--- src/rtl/fir_out_requant.sv ---
`default_nettype none
// ============================================================================
// Module   : fir_out_requant
// Brief    : FIR output stage. Captures the full-precision FIR result on the
//            ready strobe, rounds half toward +inf, arithmetic-shifts and
//            saturates it to OUT_W bits, then buffers it in a show-ahead
//            valid/ready FIFO. Flags clipping (pulse) and drops (sticky).
// Revision : 1.0 - initial release
// ============================================================================
module fir_out_requant #(
   parameter int IN_W       = 32,
   parameter int OUT_W      = 16,
   parameter int SHIFT      = 15,
   parameter int FIFO_DEPTH = 4
) (
   input  logic                          i_clk,
   input  logic                          i_reset,
   input  logic [IN_W-1:0]               i_data,
   input  logic                          i_data_rdy,
   output logic [OUT_W-1:0]              o_data,
   output logic                          o_valid,
   input  logic                          i_ready,
   output logic                          o_sat,
   output logic                          o_overflow,
   output logic [$clog2(FIFO_DEPTH):0]   o_level
);

   localparam int AW = $clog2(FIFO_DEPTH);

   // Rounding constant 2^(SHIFT-1), held one bit wider than the input so the
   // add can never wrap.
   localparam logic signed [IN_W:0] RND   = $signed((IN_W+1)'(1) << (SHIFT-1));
   localparam logic signed [IN_W:0] Q_MAX = $signed(((IN_W+1)'(1) << (OUT_W-1)) - (IN_W+1)'(1));
   localparam logic signed [IN_W:0] Q_MIN = $signed(-Q_MAX - (IN_W+1)'(1));
   localparam logic [OUT_W-1:0]     S_MAX = {1'b0, {(OUT_W-1){1'b1}}};
   localparam logic [OUT_W-1:0]     S_MIN = {1'b1, {(OUT_W-1){1'b0}}};
   localparam logic [AW:0]          C_FULL = (AW+1)'(FIFO_DEPTH);

   // ------------------------------------------------------------------
   // Stage 1: sign-extend and add the rounding constant
   // ------------------------------------------------------------------
   logic signed [IN_W:0] s1_d;
   logic signed [IN_W:0] s1_q;
   logic                 s1_v_q;

   assign s1_d = $signed({i_data[IN_W-1], i_data}) + RND;

   // Capture the rounded sum only when the FIR strobes a new result.
   always_ff @(posedge i_clk) begin
      if (i_reset) begin
         s1_v_q <= 1'b0;
      end else begin
         s1_v_q <= i_data_rdy;
         if (i_data_rdy) begin
            s1_q <= s1_d;
         end
      end
   end

   // ------------------------------------------------------------------
   // Stage 2: arithmetic shift and saturate to OUT_W
   // ------------------------------------------------------------------
   logic signed [IN_W:0] shifted;
   logic [OUT_W-1:0]     s2_d;
   logic                 s2_sat_d;
   logic [OUT_W-1:0]     s2_q;
   logic                 s2_sat_q;
   logic                 s2_v_q;

   assign shifted = s1_q >>> SHIFT;

   // Clamp the shifted value to the signed OUT_W range and flag clipping.
   always_comb begin
      s2_d     = shifted[OUT_W-1:0];
      s2_sat_d = 1'b0;
      if (shifted > Q_MAX) begin
         s2_d     = S_MAX;
         s2_sat_d = 1'b1;
      end else if (shifted < Q_MIN) begin
         s2_d     = S_MIN;
         s2_sat_d = 1'b1;
      end
   end

   // Register the requantised sample; data only moves when stage 1 is valid.
   always_ff @(posedge i_clk) begin
      if (i_reset) begin
         s2_v_q   <= 1'b0;
         s2_sat_q <= 1'b0;
      end else begin
         s2_v_q <= s1_v_q;
         if (s1_v_q) begin
            s2_q     <= s2_d;
            s2_sat_q <= s2_sat_d;
         end
      end
   end

   // ------------------------------------------------------------------
   // Stage 3: show-ahead FIFO
   // ------------------------------------------------------------------
   logic [OUT_W-1:0] mem_q [FIFO_DEPTH];
   logic [AW-1:0]    wr_ptr_q;
   logic [AW-1:0]    rd_ptr_q;
   logic [AW:0]      count_q;
   logic [AW:0]      count_d;
   logic             ovf_q;
   logic             sat_q;
   logic             empty;
   logic             full;
   logic             push;
   logic             pop;
   logic             push_ok;

   assign empty   = (count_q == '0);
   assign full    = (count_q == C_FULL);
   assign push    = s2_v_q;
   assign pop     = !empty && i_ready;
   // A push into a full FIFO still lands if the head leaves on the same edge.
   assign push_ok = push && (!full || pop);

   // Occupancy follows the net of accepted pushes and pops.
   always_comb begin
      count_d = count_q;
      case ({push_ok, pop})
         2'b10:   count_d = count_q + 1'b1;
         2'b01:   count_d = count_q - 1'b1;
         default: count_d = count_q;
      endcase
   end

   // Storage array is deliberately not reset; pointers and count gate its use.
   always_ff @(posedge i_clk) begin
      if (push_ok) begin
         mem_q[wr_ptr_q] <= s2_q;
      end
   end

   // Pointers, occupancy and status flags.
   always_ff @(posedge i_clk) begin
      if (i_reset) begin
         wr_ptr_q <= '0;
         rd_ptr_q <= '0;
         count_q  <= '0;
         ovf_q    <= 1'b0;
         sat_q    <= 1'b0;
      end else begin
         count_q <= count_d;
         sat_q   <= push && s2_sat_q;
         if (push_ok) begin
            wr_ptr_q <= wr_ptr_q + 1'b1;
         end
         if (pop) begin
            rd_ptr_q <= rd_ptr_q + 1'b1;
         end
         if (push && !push_ok) begin
            ovf_q <= 1'b1;
         end
      end
   end

   assign o_valid    = !empty;
   assign o_data     = empty ? '0 : mem_q[rd_ptr_q];
   assign o_level    = count_q;
   assign o_sat      = sat_q;
   assign o_overflow = ovf_q;

endmodule
`default_nettype wire

--- config.mk ---
export PLATFORM = sky130hd
export DESIGN_NAME = fir_out_requant
export DESIGN_NICKNAME = d
export VERILOG_FILES = /design/src/rtl/fir_out_requant.sv
export SDC_FILE = /design/constraint.sdc
export NUM_CORES = 1
export LEC_CHECK = 0
export BUFFER_PORTS_ARGS = -buffer_cell sky130_fd_sc_hd__buf_2
export CORE_MARGIN = 3
export CORE_UTILIZATION = 62
export CTS_CLUSTER_DIAMETER = 60
export DETAILED_ROUTE_END_ITERATION = 6
export MAX_ROUTING_LAYER = met4
export PLACE_DENSITY = 0.8
export SLEW_MARGIN = 10
export SYNTH_ARGS = -nofsm -noshare
export SYNTH_HDL_FRONTEND = slang
export SYNTH_SLANG_ARGS = --single-unit
--- constraint.sdc ---
create_clock -name i_clk -period 5.34 [get_ports i_clk]
set_clock_uncertainty 0.15 [all_clocks]
set_input_delay 1.602 -clock i_clk [delete_from_list [all_inputs] [get_ports i_clk]]
set_output_delay 1.602 -clock i_clk [all_outputs]
set_load 0.01 [all_outputs]
# Yosys cells after proc, flatten, opt, wreduce, memory -nomap -nowiden
# Memory sizes are Yosys's and may differ from the RTL's. A register that Yosys moved wholly into a read port is not among the register bits.
# Index checks and enable logic that the tools add are counted.
# classes
add_sub_neg,5
multipliers,0
n_div,0
n_lt_le_gt_ge,2
n_eq_ne,3
n_shift,0
muxes,9
n_bitwise,1
n_reduce_logical,12
# op_table
operator,n
"adder 32 x 16 -> 33 bit, second input constant",1
2-to-1 mux 16 bit,2
"> comparator 18 x 16 -> 1 bit, second input constant",1
"< comparator 18 x 16 -> 1 bit, second input constant",1
one-hot mux 3 bit (2 select lines),1
"adder 2 x 1 -> 2 bit, second input constant",2
logical AND 1 bit,4
2-to-1 mux 1 bit,4
2-to-1 mux 2 bit,2
AND reduction 2 bit,2
"adder 3 x 1 -> 3 bit, second input constant",1
"equality test 3 bit, second input constant",1
logical NOT 1 bit,3
logical NOT 3 bit,1
"subtractor 3 x 1 -> 3 bit, second input constant",1
"equality test 2 x 1 -> 1 bit, second input constant",1
"equality test 2 bit, second input constant",1
nonzero test 2 bit,1
logical OR 1 bit,1
NOT 1 bit,1
# word_totals
reg_bits,61
latchBits,0
ram_bits,64
rom_bits,0
inputBits,36
out_inout_bits,22
wordCells,43
mem_count,1
# memory_table
name,words,word_bits,rd,rd_ports_with_merged_regs,write_ports,line,text
mem_q,4,16,1,1,1,102,logic [OUT_W-1:0] mem_q [FIFO_DEPTH];

# Depth between registers and ports, before layout
# Gate-level depths: netlist of the first run.
# depth
word_depth,7
mapped_depth,9

# Least setup slack after synthesis of the first run
# OpenSTA, ideal clock, no wires.
# synth_timing
kind,in2reg
startpoint,input port i_ready
endpoint,"register count_q[2], in the netlist o_level[2]"
setup_time_ps,75
t_arrival_ps,3135
path_slack_ps,1981
path_stages,8
n_path_buf,1
path_cell_list,buf_2 > nand2_1 > or2_2 > fa_1 > or3b_1 > o21ai_0 > nand2b_1 > a31oi_1
# synth_via
elab_chain_len,5
# synth_lines
item,line,text
"start, declared",22,"input logic i_ready,"
logical AND 1 bit (*),118,assign pop = !empty && i_ready;
logical OR 1 bit,120,assign push_ok = push && (!full || pop);
logical AND 1 bit,120,
equality test 2 x 1 -> 1 bit or equality test 2 bit (tied branches),125,"case ({push_ok, pop})"
one-hot mux 3 bit (2 select lines) or nonzero test 2 bit (tied branches),--,
"end signal, assigned",148,count_q <= count_d;
"end, declared",105,logic [AW:0] count_q;
# Mark *: on every way between the ends. The rest lies on a longest branch, timed or not.
# A chain may end at the register's enable or synchronous reset.

==> flow_metrics.tcl, run 1 <==
set metrics [dict create \
    gp_congestion 0.771 \
    dieArea_um2 8820 \
    cts.sinks 112 \
    ir_drop_mv 0.204 \
    hold_viol_final 0 \
    synth-seq-cells 112 \
    nets 421 \
    switching_share_pct 20.6 \
    cp_data_required_time_ns 3.59 \
    p_clk_share_pct 35.1 \
    grt_pass1_vias 2544 \
    crit_arrival_ns 2.35 \
    cts_tree "built" \
    p_leak_uw 0.00188 \
    ctsRootBufferMaster "clkbuf_8" \
    rsz0062_at_grt "no" \
    crit_buf_inv 1 \
    layout_common_cells "98 x edfxtp_1, 57 x nor2_1, 43 x buf_2" \
    slew_headroom_pct 27.1 \
    cts_hold_buf 0 \
    clockBufferDepth 2 \
    path_class "flop to primary output" \
    yosysUniqueCellTypes 37 \
    syn2layout_area_growth_pct 10.7 \
    p_per_area_nw_per_um2 315 \
    crit_family "flip-flops" \
    placed_cells 467 \
    drv_slew 0 \
    die_h_um 93.9 \
    synth-edff-count 98 \
    dr.pass1.iters 5 \
    numCtsBuffers 9 \
    clock.fmax_mhz 244 \
    antenna_found_initial 0 \
    gr-total-overflow 0 \
    worstMarginPinSlew_ns 1.09 \
    clkTransAtPathRegs_ns 0.10 \
    fin_crit_ns 4.11 \
    insertedDiodeCount 0 \
    ys_warn_count 0 \
    vias 2671 \
    start_kind "flop" \
    wl_per_cell_um 15.4 \
    status "finished clean" \
    io_pins 58 \
    htreeDepth 3 \
    io_buffers 43 \
    p_seq_share_pct 59.3 \
    drive_above_1_share_pct 21.6 \
    ys_async_sr_fraction_pct 0 \
    p_comb_share_pct 5.5 \
    drtIter0Drc 96 \
    fin_tns_setup_ns 0 \
    crit_slowest_cell "dfxtp_1" \
    syn-cell-area_um2 4790 \
    avgSynthCellArea_um2 14.1 \
    clock_latency_ns 0.36 \
    core_um2 7370 \
    holdCritPathClass "flop to flop" \
    critPathMaxFanout 16 \
    dp_hpwl_mm 5.04 \
    ant_nets 0 \
    final_common_cell "edfxtp_1" \
    grt_max_degree 34 \
    wirelength_mm 7.45 \
    fin_util_pct 72.0 \
    grt_pass1_wl_mm 12.6 \
    drv_cap 0 \
    p_sw_uw 345 \
    post-route-period-util_pct 76.9 \
    drc 0 \
    crit_chain "mux4_2 -> and2_1 -> buf_2" \
    start_util_pct 65.1 \
    grt_usage_pct 19.6 \
    syn_inst 341 \
    setup_viol 0 \
    core.rowCount 31 \
    slowest_delay_ns 1.06 \
    drt-vias-per-instance 5.53 \
    intPower_uw 1330 \
    seq_area_frac_synth_pct 67.2 \
    synthesis.nets 383 \
    stdcell_count 483 \
    post_cts.repair.setup_buffers 0 \
    cts_resized 0 \
    synthFlopType "edfxtp_1" \
    end_kind "primary output" \
    die_x_um 93.9 \
]
metal layers:
layer  vias up  GRT usage, %  share of wire, %
met1      1290          25.7                44
met5         -             -                 0
met3         6          4.09               4.6
li1       1300             -                 -
met4         0          5.78              0.97
met2        75          31.3                50
worst reg2reg max path, delay by kind of cell (launching register included):
kind,cells,cell delay (ns)
simple gates,5,1.40
fa+ha+maj,1,0.40
flops,1,0.46
compound gates,2,0.24
state kept, by name (all words and copies together) (netlist names), named ones only:
register	flops
s2_q	16
o_level	3
push	1
o_sat	1
o_overflow	1
rd_ptr_q	2
s2_sat_q	1
mem_q	64
s1_v_q	1
s1_q	18
wr_ptr_q	2
cells by family (layout without fill, tap and decap cells):
kind of cell	after synthesis	in the layout	synth area share, %
simple gates	138	138	14.4
compound gates	24	24	2.87
buf+inv	23	66	2.19
fa+ha+maj	6	6	1.72
flops	112	112	67.2
mux	17	17	7.72
xor+xnor	21	21	3.84
final cells by class:
type	instances	area, µm²
well taps	99	124
repair buffers	45	230
clock inverters	6	118
multi-input cells	206	1470
fillers	485	2060
inverters	5	18.8
flip-flops and latches	112	3220
clock buffers	10	128
synth_stat cells (2+ instances only):
| cell | instances | share of area [%] |
|---|---|---|
| and3_2 | 2 | 0.31 |
| nand3_1 | 14 | 1.5 |
| ha_1 | 5 | 1.3 |
| xor2_1 | 10 | 1.8 |
| clkbuf_1 | 13 | 1.0 |
| nand4_1 | 2 | 0.26 |
| buf_2 | 3 | 0.31 |
| nor2_1 | 57 | 4.5 |
| o2111ai_1 | 2 | 0.37 |
| and2_1 | 20 | 2.6 |
| or3_1 | 2 | 0.26 |
| nand2_1 | 23 | 1.8 |
| inv_1 | 5 | 0.39 |
| dfxtp_1 | 14 | 5.8 |
| or2_2 | 2 | 0.26 |
| nor2b_1 | 5 | 0.65 |
| a21oi_1 | 17 | 1.8 |
| buf_6 | 2 | 0.47 |
| mux4_2 | 16 | 7.5 |
| xnor2_1 | 11 | 2.0 |
| nand3b_1 | 2 | 0.31 |
| nand2b_1 | 2 | 0.26 |
| edfxtp_1 | 98 | 61 |
stage by stage:
| stage | hold WS (ns) | total power [µW] | setup WS, ns | instance area (µm²) |
|---|---|---|---|---|
| final | 0.288 | 1670 | 1.23 | 5310 |
| after floorplan | 0.260 | 1070 | 1.98 | 4790 |
| after detailed placement | 0.293 | 1100 | 1.54 | 5060 |
| after global placement | 0.278 | 1100 | 1.58 | 5060 |
| after CTS | 0.292 | 1680 | 1.12 | 5310 |
| after global routing | 0.313 | 1740 | 1.02 | 5310 |
power groups by stage:
stage	Sequential [µW]	Clock, µW	Combinational, µW
3_3_place_gp	1010	0	88.6
4_1_cts	992	597	93.6
3_5_place_dp	1010	0	92.6
2_1_floorplan	996	0	74.6
5_1_grt	996	635	105
6_report	992	587	92.4
worst paths after layout:
kind | startpoint | endpoint | slack, ns | cells past startpoint
worst min-delay path | s2_sat_q$_SDFFE_PP0P_ | o_sat$_SDFF_PP0_ | 0.29 | 2
worst min register to register | s2_sat_q$_SDFFE_PP0P_ | o_sat$_SDFF_PP0_ | 0.29 | 2
worst max register to register | o_level[1]$_SDFFE_PP0P_ | o_level[2]$_SDFFE_PP0P_ | 2.62 | 8
worst max-delay path | flop | o_data[14] | 1.23 | 3
Note: power is estimated with default switching activity, not from simulation.
==> run 2: changes to the inputs <==
- CORE_UTILIZATION: 62 -> 52
- PLACE_DENSITY: 0.8 -> 0.71
- clock period: 5.34 -> 3.5 ns (I/O delays scaled with it)
==> flow_metrics.tcl, run 2 (synthesis results as in run 1) <==
set metrics [dict create \
    status "finished clean" \
    grt_usage_pct 15.7 \
    hold_viol_final 0 \
    final.setup.worst_slack_ns 0.445 \
    io_buffers 43 \
    start_util_pct 54.2 \
    ant_nets 0 \
    holdCritPathClass "flop to flop" \
    intPower_uw 1880 \
    core_um2 8850 \
    p_seq_share_pct 62.3 \
    largest_register_ffs 64 \
    cts_resized 0 \
    clockBufferDepth 2 \
    gr-total-overflow 0 \
    path_class "flop to primary output" \
    dr.pass1.iters 4 \
    clock_latency_ns 0.36 \
    ctsRootBufferMaster "clkbuf_8" \
    start_kind "flop" \
    fin_crit_ns 3.06 \
    p_clk_share_pct 31.7 \
    cts_hold_buf 0 \
    drv_cap 0 \
    min_from "s2_sat_q$_SDFFE_PP0P_" \
    cp_data_required_time_ns 2.30 \
    drtIter0Drc 121 \
    post_cts.repair.setup_buffers 0 \
    worstMarginPinSlew_ns 0.927 \
    p_sw_uw 535 \
    critPathMaxFanout 16 \
    cts.sinks 112 \
    layout_common_cells "98 x edfxtp_1, 57 x nor2_1, 43 x buf_2" \
    drive_above_1_share_pct 23.1 \
    reg.largest.list "mem_q: 64 flops, s1_q: 18 flops, s2_q: 16 flops" \
    nets 427 \
    cts_tree "built" \
    drt-vias-per-instance 5.26 \
    clock.fmax_mhz 327 \
    worstHoldPathCells 2 \
    rr_startpoint "o_level[0]$_SDFFE_PP0P_" \
    final_area_um2 5320 \
    grt_pass1_wl_mm 12.1 \
    vias 2621 \
    drc 0 \
    dpl-instance-area_um2 5120 \
    r2r-end "o_level[2]$_SDFFE_PP0P_" \
    core.rowCount 34 \
    grt_max_degree 34 \
    whs_endpoint "o_sat$_SDFF_PP0_" \
    io_pins 58 \
    dieArea_um2 10400 \
    syn2layout_area_growth_pct 11.0 \
    crit_arrival_ns 1.86 \
    antenna_found_initial 0 \
    reg2reg_depth 8 \
    setup_viol 0 \
    die_h_um 102 \
    die_x_um 102 \
    wirelength_mm 7.26 \
    p_leak_uw 0.00190 \
    fin_tns_setup_ns 0 \
    top_register "mem_q" \
    gp_congestion 0.702 \
    p_per_area_nw_per_um2 455 \
    htreeDepth 3 \
    numCtsBuffers 9 \
    ir_drop_mv 0.197 \
    slew_headroom_pct 38.2 \
    p_comb_share_pct 6.0 \
    end_kind "primary output" \
    switching_share_pct 22.1 \
    clkTransAtPathRegs_ns 0.10 \
    insertedDiodeCount 0 \
    post-route-period-util_pct 87.3 \
    grt_pass1_vias 2506 \
    dp_slack_ns 0.562 \
    drv_slew 0 \
    wl_per_cell_um 14.6 \
    final_common_cell "edfxtp_1" \
    r2r_slack_ns 0.80 \
    rsz0062_at_grt "no" \
    dp_hpwl_mm 4.97 \
]
-- run 2: cell types whose count changed in the layout (fill, tap and decap cells not counted) --
cell / delta
buf_4: +6
bufinv_16: -2
clkbuf_1: -1
clkinv_2: +2
clkinvlp_4: -1
inv_6: +2
-- run 2: worst max-delay path by stage --
stage	startpoint	cells after the start	slack [ns]	end
after floorplan	i_ready	8	0.69	o_level[2]$_SDFFE_PP0P_
after global placement	i_ready	8	0.58	o_level[2]$_SDFFE_PP0P_
after detailed placement	i_ready	8	0.56	o_level[2]$_SDFFE_PP0P_
after CTS	flop	4	0.39	o_data[11]
after global routing	flop	4	0.32	o_data[11]
final	flop	4	0.44	o_data[11]
-- run 2: critical path, cell delays in order (launching register included) --
cell and delay [ns]:
dfxtp_1 0.32, buf_4 0.30, mux4_2 0.56, and2_1 0.18
buf_2 0.14
-- run 2: routing by layer --
layer	vias up	track usage (%)	part of all wire [%]
met1	1235	20.5	46
met3	12	2.32	3.8
met2	57	24.9	48
met4	0	6.66	1.7
met5	-	-	0
li1	1317	-	-
-- run 2: final cells by class --
cell class              instances  area (µm²)
multi-input cells             206        1470
repair buffers                 51         275
clock inverters                 7        77.6
fillers                       681        3530
flip-flops and latches        112        3220
well taps                     108         135
inverters                       5        18.8
clock buffers                   9         124
-- run 2: power groups by stage --
stage / Combinational (µW) / Clock (µW) / Sequential, µW
2_1_floorplan: 114 / 0 / 1520
3_3_place_gp: 142 / 0 / 1540
3_5_place_dp: 146 / 0 / 1540
4_1_cts: 148 / 788 / 1510
5_1_grt: 166 / 844 / 1510
6_report: 145 / 766 / 1510
-- run 2: stage by stage --
step	util [%]	instances	hold WS (ns)	power, µW
after floorplan	-	341	0.260	1630
after global placement	57.8	482	0.277	1680
after detailed placement	57.8	482	0.280	1680
after CTS	60.1	498	0.297	2440
after global routing	60.1	498	0.325	2520
final	60.1	498	0.293	2420
